**src/rtl/ibus_sram_arb_if.sv**
```systemverilog
// Bus bundle between the two instruction-SRAM requesters, the arbiter and
// the raw SRAM pins. The arbiter attaches through the slave modport; the
// requester/SRAM side attaches through the master modport.
interface ibus_sram_arb_if #(
  parameter int unsigned SRAM_ADDR_WIDTH = 13,
  parameter int unsigned SRAM_DATA_WIDTH = 32
);
  // Port A: instruction fetch / APB-to-SRAM
  logic                       a_req;
  logic [3:0]                 a_we;
  logic [SRAM_ADDR_WIDTH-3:0] a_addr;
  logic [SRAM_DATA_WIDTH-1:0] a_wdata;
  logic                       a_gnt;
  logic                       a_rvalid;
  logic [SRAM_DATA_WIDTH-1:0] a_rdata;
  // Port B: loader / debug
  logic                       b_req;
  logic [3:0]                 b_we;
  logic [SRAM_ADDR_WIDTH-3:0] b_addr;
  logic [SRAM_DATA_WIDTH-1:0] b_wdata;
  logic                       b_gnt;
  logic                       b_rvalid;
  logic [SRAM_DATA_WIDTH-1:0] b_rdata;
  // SRAM pins
  logic                       mem_cen;
  logic [3:0]                 mem_wen;
  logic [SRAM_ADDR_WIDTH-3:0] mem_addr;
  logic [SRAM_DATA_WIDTH-1:0] mem_wdata;
  logic [SRAM_DATA_WIDTH-1:0] mem_rdata;

  modport slave (
    input  a_req, a_we, a_addr, a_wdata,
    output a_gnt, a_rvalid, a_rdata,
    input  b_req, b_we, b_addr, b_wdata,
    output b_gnt, b_rvalid, b_rdata,
    output mem_cen, mem_wen, mem_addr, mem_wdata,
    input  mem_rdata
  );

  modport master (
    output a_req, a_we, a_addr, a_wdata,
    input  a_gnt, a_rvalid, a_rdata,
    output b_req, b_we, b_addr, b_wdata,
    input  b_gnt, b_rvalid, b_rdata,
    input  mem_cen, mem_wen, mem_addr, mem_wdata,
    output mem_rdata
  );
endinterface

```
**src/rtl/ibus_sram_arb.sv**
```systemverilog
// Two-requester arbiter for the single-port instruction SRAM.
// Port A has fixed priority; one access is granted per cycle and read data
// returns to the owning port one cycle after the grant.
// Optional starvation guard for port B: define IBUS_SRAM_ARB_STARVE_EN.
module ibus_sram_arb #(
  parameter int unsigned SRAM_ADDR_WIDTH = 13,
  parameter int unsigned SRAM_DATA_WIDTH = 32,
  parameter int unsigned STARVE_MAX      = 4
) (
  input  logic           HCLK,
  input  logic           HRESET,
  ibus_sram_arb_if.slave bus
);
  typedef enum logic {OWN_A = 1'b0, OWN_B = 1'b1} owner_t;

  if (STARVE_MAX < 1 || STARVE_MAX > 255) begin : g_bad_starve_max
    $error("STARVE_MAX must be in 1..255");
  end

  logic                       w_force_b;
  logic                       w_a_win;
  logic                       w_b_win;
  logic                       w_rd_issue;
  logic [SRAM_ADDR_WIDTH-3:0] w_addr;
  logic [SRAM_DATA_WIDTH-1:0] w_wdata;
  logic                       r_rd_pend;
  owner_t                     r_rd_owner;

`ifdef IBUS_SRAM_ARB_STARVE_EN
  logic [7:0] r_starve_cnt;

  // B is forced through once it has been denied STARVE_MAX cycles in a row
  always_comb w_force_b = (r_starve_cnt == 8'(STARVE_MAX));

  // Count consecutive denied B cycles, saturating; clear on grant or idle
  always_ff @(posedge HCLK) begin
    if (HRESET) begin
      r_starve_cnt <= '0;
    end else if (!bus.b_req || w_b_win) begin
      r_starve_cnt <= '0;
    end else if (!w_force_b) begin
      r_starve_cnt <= r_starve_cnt + 8'd1;
    end
  end
`else
  // Pure fixed priority: B never forced
  always_comb w_force_b = 1'b0;
`endif

  // Winner selection and SRAM pin drive; no grants while in reset
  always_comb begin
    w_a_win    = bus.a_req && !(w_force_b && bus.b_req) && !HRESET;
    w_b_win    = bus.b_req && (!bus.a_req || w_force_b) && !HRESET;
    w_addr     = w_b_win ? bus.b_addr  : bus.a_addr;
    w_wdata    = w_b_win ? bus.b_wdata : bus.a_wdata;
    w_rd_issue = (w_a_win && (bus.a_we == 4'b0000)) ||
                 (w_b_win && (bus.b_we == 4'b0000));

    bus.a_gnt     = w_a_win;
    bus.b_gnt     = w_b_win;
    bus.mem_cen   = !(w_a_win || w_b_win);
    bus.mem_wen   = w_a_win ? ~bus.a_we : (w_b_win ? ~bus.b_we : '1);
    bus.mem_addr  = w_addr;
    bus.mem_wdata = w_wdata;
  end

  // Remember which port issued the read so its data can be routed next cycle
  always_ff @(posedge HCLK) begin
    if (HRESET) begin
      r_rd_pend  <= 1'b0;
      r_rd_owner <= OWN_A;
    end else begin
      r_rd_pend <= w_rd_issue;
      if (w_rd_issue) begin
        r_rd_owner <= w_b_win ? OWN_B : OWN_A;
      end
    end
  end

  // Return read data to its owner; rvalid is also suppressed during reset so
  // a read granted just before reset never reports completion
  always_comb begin
    bus.a_rvalid = r_rd_pend && (r_rd_owner == OWN_A) && !HRESET;
    bus.b_rvalid = r_rd_pend && (r_rd_owner == OWN_B) && !HRESET;
    bus.a_rdata  = bus.a_rvalid ? bus.mem_rdata : '0;
    bus.b_rdata  = bus.b_rvalid ? bus.mem_rdata : '0;
  end
endmodule
```
**src/flat_wrapper.sv**
```systemverilog
// flat-port wrapper written by rule: the top's interface ports become plain ports
module ibus_sram_arb_flat 
#(
  parameter int unsigned SRAM_ADDR_WIDTH = 13,
  parameter int unsigned SRAM_DATA_WIDTH = 32,
  parameter int unsigned STARVE_MAX      = 4
)
  (HCLK, HRESET, bus_a_req, bus_a_we, bus_a_addr, bus_a_wdata, bus_a_gnt, bus_a_rvalid, bus_a_rdata, bus_b_req, bus_b_we, bus_b_addr, bus_b_wdata, bus_b_gnt, bus_b_rvalid, bus_b_rdata, bus_mem_cen, bus_mem_wen, bus_mem_addr, bus_mem_wdata, bus_mem_rdata);
  ibus_sram_arb_if #(.SRAM_ADDR_WIDTH(SRAM_ADDR_WIDTH), .SRAM_DATA_WIDTH(SRAM_DATA_WIDTH)) bus_i ();
  input  logic HCLK;
  input  logic HRESET;
  input wire logic [$bits(bus_i.a_req)-1:0] bus_a_req;
  input wire logic [$bits(bus_i.a_we)-1:0] bus_a_we;
  input wire logic [$bits(bus_i.a_addr)-1:0] bus_a_addr;
  input wire logic [$bits(bus_i.a_wdata)-1:0] bus_a_wdata;
  output wire logic [$bits(bus_i.a_gnt)-1:0] bus_a_gnt;
  output wire logic [$bits(bus_i.a_rvalid)-1:0] bus_a_rvalid;
  output wire logic [$bits(bus_i.a_rdata)-1:0] bus_a_rdata;
  input wire logic [$bits(bus_i.b_req)-1:0] bus_b_req;
  input wire logic [$bits(bus_i.b_we)-1:0] bus_b_we;
  input wire logic [$bits(bus_i.b_addr)-1:0] bus_b_addr;
  input wire logic [$bits(bus_i.b_wdata)-1:0] bus_b_wdata;
  output wire logic [$bits(bus_i.b_gnt)-1:0] bus_b_gnt;
  output wire logic [$bits(bus_i.b_rvalid)-1:0] bus_b_rvalid;
  output wire logic [$bits(bus_i.b_rdata)-1:0] bus_b_rdata;
  output wire logic [$bits(bus_i.mem_cen)-1:0] bus_mem_cen;
  output wire logic [$bits(bus_i.mem_wen)-1:0] bus_mem_wen;
  output wire logic [$bits(bus_i.mem_addr)-1:0] bus_mem_addr;
  output wire logic [$bits(bus_i.mem_wdata)-1:0] bus_mem_wdata;
  input wire logic [$bits(bus_i.mem_rdata)-1:0] bus_mem_rdata;
  assign bus_i.a_req = bus_a_req;
  assign bus_i.a_we = bus_a_we;
  assign bus_i.a_addr = bus_a_addr;
  assign bus_i.a_wdata = bus_a_wdata;
  assign bus_a_gnt = bus_i.a_gnt;
  assign bus_a_rvalid = bus_i.a_rvalid;
  assign bus_a_rdata = bus_i.a_rdata;
  assign bus_i.b_req = bus_b_req;
  assign bus_i.b_we = bus_b_we;
  assign bus_i.b_addr = bus_b_addr;
  assign bus_i.b_wdata = bus_b_wdata;
  assign bus_b_gnt = bus_i.b_gnt;
  assign bus_b_rvalid = bus_i.b_rvalid;
  assign bus_b_rdata = bus_i.b_rdata;
  assign bus_mem_cen = bus_i.mem_cen;
  assign bus_mem_wen = bus_i.mem_wen;
  assign bus_mem_addr = bus_i.mem_addr;
  assign bus_mem_wdata = bus_i.mem_wdata;
  assign bus_i.mem_rdata = bus_mem_rdata;
  ibus_sram_arb #(.SRAM_ADDR_WIDTH(SRAM_ADDR_WIDTH), .SRAM_DATA_WIDTH(SRAM_DATA_WIDTH), .STARVE_MAX(STARVE_MAX)) u_core (.HCLK(HCLK), .HRESET(HRESET), .bus(bus_i));
endmodule
```
**config.mk**
```make
export PLATFORM = sky130hd
export DESIGN_NAME = ibus_sram_arb_flat
export DESIGN_NICKNAME = d
export VERILOG_FILES = /design/src/rtl/ibus_sram_arb_if.sv /design/src/rtl/ibus_sram_arb.sv /design/src/flat_wrapper.sv
export SDC_FILE = /design/constraint.sdc
export NUM_CORES = 1
export LEC_CHECK = 0
export CAP_MARGIN = 20
export CORE_AREA = 3 3 93 95
export DETAILED_ROUTE_END_ITERATION = 10
export DIE_AREA = 0 0 96 98
export PLACE_DENSITY = 0.66
export SLEW_MARGIN = 20
export SYNTH_ARGS = -nofsm -noshare
export SYNTH_HDL_FRONTEND = slang
export SYNTH_SLANG_ARGS = --single-unit
```
**constraint.sdc**
```tcl
create_clock -name HCLK -period 1.4 [get_ports HCLK]
set_input_delay 0.21 -clock HCLK [delete_from_list [all_inputs] [get_ports HCLK]]
set_output_delay 0.21 -clock HCLK [all_outputs]
set_load 0.005 [all_outputs]
```
# [After elaboration in Yosys (flattened, before gate mapping)]
# Index checks and enable logic that the tools add are counted.
[classes] addsub=0 multipliers=0 div=0 order_cmp=0 eq_ne=0 shifts=0 muxes=7 bitwise=3 reduce_logical=16
[ops] cell="two-way mux 32 bit" n=3
[ops] cell="two-way mux 11 bit" n=1
[ops] cell="logical AND 1 bit" n=9
[ops] cell="logical NOT 4 bit" n=2
[ops] cell="two-way mux 4 bit" n=2
[ops] cell="NOT 4 bit" n=2
[ops] cell="logical NOT 1 bit" n=3
[ops] cell="logical OR 1 bit" n=2
[ops] cell="two-way mux 1 bit" n=1
[ops] cell="NOT 1 bit" n=1
[totals] reg_bits=2 latch_bits=0 ram_bits=0 romBits=0 inputBits=130 out_inout_bits=116 wordCells=28 mem_count=0

# [Depth between registers and ports, before layout]
# Gate-level depths: netlist of the first run.
[logic_depth] word_depth=5 ltp_mapped=4 depth_no_buf=3

# [Worst setup path before layout of the first run]
# No wires, ideal clock.
[synth_timing] kind="in2out" from="in HRESET" to="out bus_mem_addr[10]" t_arrival_ps=1078 required_time_ps=1190 path_slack_ps=112 stages=3 path_buffers=1 path_cell_list="nor3b_4 -> buf_6 -> mux2_2"
[synth_between] elab_chain_cells=3
[synth_lines] item="start, declared" line_no="flat_wrapper.sv:11" text="input logic HRESET;"
[synth_lines] item="logical NOT 1 bit" line_no="ibus_sram_arb.sv:53" text="w_b_win = bus.b_req && (!bus.a_req || w_force_b) && !HRESET;"
[synth_lines] item="logical AND 1 bit" line_no="ibus_sram_arb.sv:53"
[synth_lines] item="two-way mux 11 bit" line_no="ibus_sram_arb.sv:54" text="w_addr = w_b_win ? bus.b_addr : bus.a_addr;"
[synth_lines] item="end, declared" line_no="flat_wrapper.sv:28" text="output wire logic [$bits(bus_i.mem_addr)-1:0] bus_mem_addr;"
# No other way between the ends.

# [Worst setup path after layout of the first run]
[layout_timing] from="in HRESET" to="out bus_mem_addr[0]"
# The elaborated chain is that of the path after synthesis.

==> impl_metrics.ini, run 1 <==
[run_status]
status = finished, violations left
violations = negative setup slack

[clock_tree]
clock_latency_ns = 0.21
htreeDepth = 1
clockBufferDepth = 2
clk_pin_slew_ns = 0.03
cts_tree = done
hold_buffers = 0
numCtsBuffers = 3
root_buffer = clkbuf_8
cts.sinks = 2

[global_route]
grt_pass1_vias = 2198
grt_max_degree = 34
antenna_found_initial = 0
grt_overflow = 0
grt_util_all_layers = 0.1719
grt_pass1_wl_um = 12450

[die]
core-area_mm2 = 0.007807
rows = 32
die_y_um = 98
ioPinCount = 246
die-area_mm2 = 0.009408
die_w_um = 96
initial_utilization = 0.1434

[placement]
io_buffers = 245
dp_slack_ns = -0.8851
finalWeightedCongestion = 0.8064
postPlaceCellArea_mm2 = 0.003711
dp_cells = 479
dp_hpwl_um = 6086

[timing]
setup-violations-final = 112
slew_violations = 0
maxSlewHeadroom = 0.7440
worstMarginPinSlew_ns = 0.3805
post-route-min-period_ns = 1.636
fin_ws_ns = -0.2359
fin_crit_sh = 1.168
final_hold_viol_count = 0
max_freq_mhz = 611.3
grt_setup_unrepaired = yes
worst_hold_slack_ns = 0.3001
clock_skew_ns = 0

[yosys]
syn_inst = 137
synth_mux_area_frac = 0.4324
yosys.cell_types.count = 16
synth_largest_area_cell = mux2_2
avgSynthCellArea_um2 = 8.174
synthAdderAreaFrac = 0
syn_area_mm2 = 0.001120
synth_xor_area_frac = 0
yosysWarningCount = 0
syn_nets = 267
ys_seq_elements = 2
synth-seq-area-share = 0.03575
synth_compound_area_frac = 0.03128
synth_top_area_share = 0.4022
synth_area_leaders = mux2_2 (40%), and2_1 (36%), buf_6 (5.0%), dfxtp_1 (3.6%), mux2_1 (3.0%)
synth_simple_gate_area_share = 0.4257
synth_top_family_by_area = multiplexers

[route]
viasPerCell = 4.143
wl_um = 9394
drt-pass1-iter-count = 4
drc = 0
wire_per_inst_um = 17.86
vias = 2179
detail-route-antenna-nets = 0
drt-initial-drc-count = 19

[critical_path]
crit_type = primary input to primary output
startpoint_type = primary input
worst-path-max-fanout = 5
critPathCaptureType = primary output
r2r_cells = 3
r2r_start = u_core.r_rd_owner$_SDFFE_PP0P_
crit_start = HRESET
ff2ff_setup_slack_ns = 0.66
arrival_ns = 1.43
worstPathRequired_ns = 1.19
r2r_end = u_core.r_rd_owner$_SDFFE_PP0P_

[power]
combPwrFrac = 0.777
clockPowerShare = 0.177
swShare = 0.2370
p_total_mw = 1.257
powerDensity_mw_per_mm2 = 262.0
p_sw_mw = 0.2980
internal_power_mw = 0.9593
peakVddDrop_mv = 0.3756
p_leak_nw = 2.235
seqPwrFrac = 0.047

[final_layout]
final_common_cell = clkdlybuf4s50_1
drive_gt1_frac = 0.6675
areaGrowthSynthToFinish_pct = 328.6
finish.instance_area_mm2 = 0.004800
nets = 556
num_antenna_cells = 0
final_cells = 526
layout_common_cells = clkdlybuf4s50_1 (126), buf_6 (124), and2_4 (60)

[min_path]
hold_path_class = primary input to flip-flop
whs_endpoint = u_core.r_rd_owner$_SDFFE_PP0P_
holdPathStages = 3
worstHoldStart = HRESET

[job]
drv_cap = 0
flip-flops by register name, summed over array words and instances (netlist names):
name,cells
u_core.r_rd_owner,1
u_core.r_rd_pend,1
cells in the mapped netlist:
cell      number
a21oi_1        1
and2_1        64
a22oi_1        4
and3b_1        1
nor2_1         1
clkbuf_1       6
nor3b_1        2
buf_6          5
buf_2          1
dfxtp_1        2
mux2_1         3
mux2_2        40
nor2b_1        1
nor4_1         2
nor3b_4        1
nand2_1        3
power by group through the flow:
stage                     registers [mW]  clock network [mW]  logic [mW]
after floorplan                   0.0590                   0       0.161
after global placement            0.0591                   0       0.748
after detailed placement          0.0592                   0       0.754
after CTS                         0.0585               0.229       0.981
after global routing              0.0588               0.234        1.03
final                             0.0588               0.222       0.976
logic make-up after synthesis:
group / Yosys count
AOI/OAI and AO/OA: 5
buffers and inverters: 12
DFF: 2
muxes: 43
and+or+nand+nor: 75
critical path, cell delays in order:
cell	delay (ns)
buf_6	0.10
nor3b_4	0.22
buf_6	0.15
buf_12	0.11
buf_16	0.11
buf_6	0.10
mux2_4	0.30
buf_6	0.12
how the worst max path moves through the flow:
stage	slack [ns]	end	cells after the start
after floorplan	0.11	bus_mem_addr[10]	3
after global placement	-0.89	bus_mem_wdata[24]	5
after detailed placement	-0.89	bus_mem_wdata[24]	5
after CTS	-0.49	bus_a_rdata[1]	4
after global routing	-0.29	bus_mem_wdata[8]	8
final	-0.24	bus_mem_addr[0]	8
routing by layer:
metal  vias up  share of wire  global-route usage
met5         -              0                   0
li1       1047              -                   -
met3         4          0.094             0.04083
met4         0         0.0046             0.01751
met1      1006           0.36              0.1872
met2       122           0.55              0.3362
final cells by class:
cell class	instances	area (um2)
timing repair buffer	296	3256
fill	626	3008
multi-input combinational	123	1333
tap	102	127.6
sequential	2	42.54
clock buffer	3	41.29
per-stage QoR:
step / utilization / TNS, ns
2_1_floorplan: - / 0
3_3_place_gp: 0.4753 / -91.38
3_5_place_dp: 0.4753 / -91.46
4_1_cts: 0.5779 / -33.78
5_1_grt: 0.6147 / -19.33
6_report: 0.6147 / -14.16
timing repair:
item	in CTS	in global routing
pin swaps	4	58
cloned	9	6
setup endpoints to repair	117	115
endpoints found under the hold margin	0	0
gates resized for setup	378	286
buffers inserted	34	10
No activity file was read; power rests on OpenSTA's default activity.
==> inputs of run 2 (changes only) <==
PLACE_DENSITY = 0.62   (was 0.66)
SLEW_MARGIN = unset   (was 20)
==> impl_metrics.ini, run 2 (synthesis results as in run 1) <==
[timing]
worst_hold_slack_ns = 0.3154
post-route-min-period_ns = 1.641
slew_violations = 0
worstMarginPinSlew_ns = 0.2623
fin_crit_sh = 1.172
fin_ws_ns = -0.2413
max_freq_mhz = 609.3
clock_skew_ns = 0
final_hold_viol_count = 0
setup-violations-final = 111
grt_setup_unrepaired = yes
maxSlewHeadroom = 0.8235

[route]
drt-initial-drc-count = 17
viasPerCell = 4.115
drc = 0
vias = 2144
wl_um = 9732
drt-pass1-iter-count = 6
wire_per_inst_um = 18.68
detail-route-antenna-nets = 0

[clock_tree]
htreeDepth = 1
hold_buffers = 0
cts.sinks = 2
clock_latency_ns = 0.21
root_buffer = clkbuf_8
clockBufferDepth = 2
numCtsBuffers = 3
clk_pin_slew_ns = 0.03
cts_tree = done

[die]
rows = 32
core-area_mm2 = 0.007807
die-area_mm2 = 0.009408
initial_utilization = 0.1434
die_y_um = 98
die_w_um = 96
ioPinCount = 246

[run_status]
violations = negative setup slack
status = finished, violations left

[final_layout]
final_util = 0.6207
final_cells = 521
nets = 551
final_common_cell = clkdlybuf4s50_1
num_antenna_cells = 0
finish.instance_area_mm2 = 0.004846
top_regs = u_core.r_rd_owner x1, u_core.r_rd_pend x1
drive_gt1_frac = 0.6730
areaGrowthSynthToFinish_pct = 332.7
layout_common_cells = clkdlybuf4s50_1 (126), buf_6 (121), and2_4 (62)

[placement]
dp_hpwl_um = 6501
postPlaceCellArea_mm2 = 0.003741
io_buffers = 245
finalWeightedCongestion = 0.7860
dp_cells = 483

[global_route]
antenna_found_initial = 0
grt_pass1_vias = 2265
grt_max_degree = 18
grt_pass1_wl_um = 13440
grt_util_all_layers = 0.1888
grt_overflow = 0

[min_path]
worstHoldStart = HRESET
hold_path_class = primary input to flip-flop

[power]
peakVddDrop_mv = 0.2163
powerDensity_mw_per_mm2 = 263.2
p_leak_nw = 2.213

[job]
drv_cap = 0

[critical_path]
worst-path-max-fanout = 5
crit_start = HRESET
worstPathRequired_ns = 1.19
startpoint_type = primary input
critPathCaptureType = primary output
r2r_start = u_core.r_rd_owner$_SDFFE_PP0P_
arrival_ns = 1.43
crit_type = primary input to primary output
## run 2: cell count changes in the layout (fill, tap and decap cells not counted), sizes merged
cell,before,now
dlygate4sd2,0,1
dlymetal6s2s,2,0
clkbuf,10,6
## run 2: area by class of cell
class | count | area (um2)
fill | 655 | 2962
timing repair buffer | 291 | 3283
multi-input combinational | 123 | 1351
tap | 102 | 127.6
sequential | 2 | 42.54
clock buffer | 3 | 41.29
## run 2: layer usage
metal,wire length (um),global-route usage
met3,943,0.05470
met1,3568,0.2277
met4,67,0.02516
met5,0,0
met2,5152,0.3340
## run 2: what timing repair did
action / in CTS / in global routing
gates cloned: 11 / 3
pin swaps: 31 / 37
buffers inserted: 25 / 4
resized for setup: 625 / 109
setup endpoints to repair: 118 / 116
## run 2: critical path, cell delays in order
cell and delay, ns:
buf_8 0.11, nor3b_4 0.21, buf_6 0.15, buf_12 0.11, buf_16 0.12, buf_12 0.10, mux2_4 0.30, buf_6 0.12
## run 2: final timing paths
path | end | slack [ns] | cells after the start
worst max register to register | u_core.r_rd_owner$_SDFFE_PP0P_ | 0.66 | 3
worst min-delay path | u_core.r_rd_owner$_SDFFE_PP0P_ | 0.32 | 3
worst max-delay path | bus_mem_addr[2] | -0.24 | 8
worst min register to register | u_core.r_rd_owner$_SDFFE_PP0P_ | 0.67 | 3
## run 2: stage by stage
stage | worst slack [ns] | power (mW) | setup TNS (ns)
6_report | -0.2413 | 1.275 | -14.78
5_1_grt | -0.2846 | 1.341 | -19.78
4_1_cts | -0.2533 | 1.275 | -16.54
3_5_place_dp | -0.9886 | 0.8298 | -101.70
3_3_place_gp | -0.9996 | 0.8285 | -101.28
2_1_floorplan | 0.1115 | 0.2199 | 0
## run 2: where the power goes
group / switching, mW / internal [mW]
registers: 0.000471 / 0.0583
clock network: 0.0445 / 0.182
logic: 0.267 / 0.723
total: 0.312 / 0.963
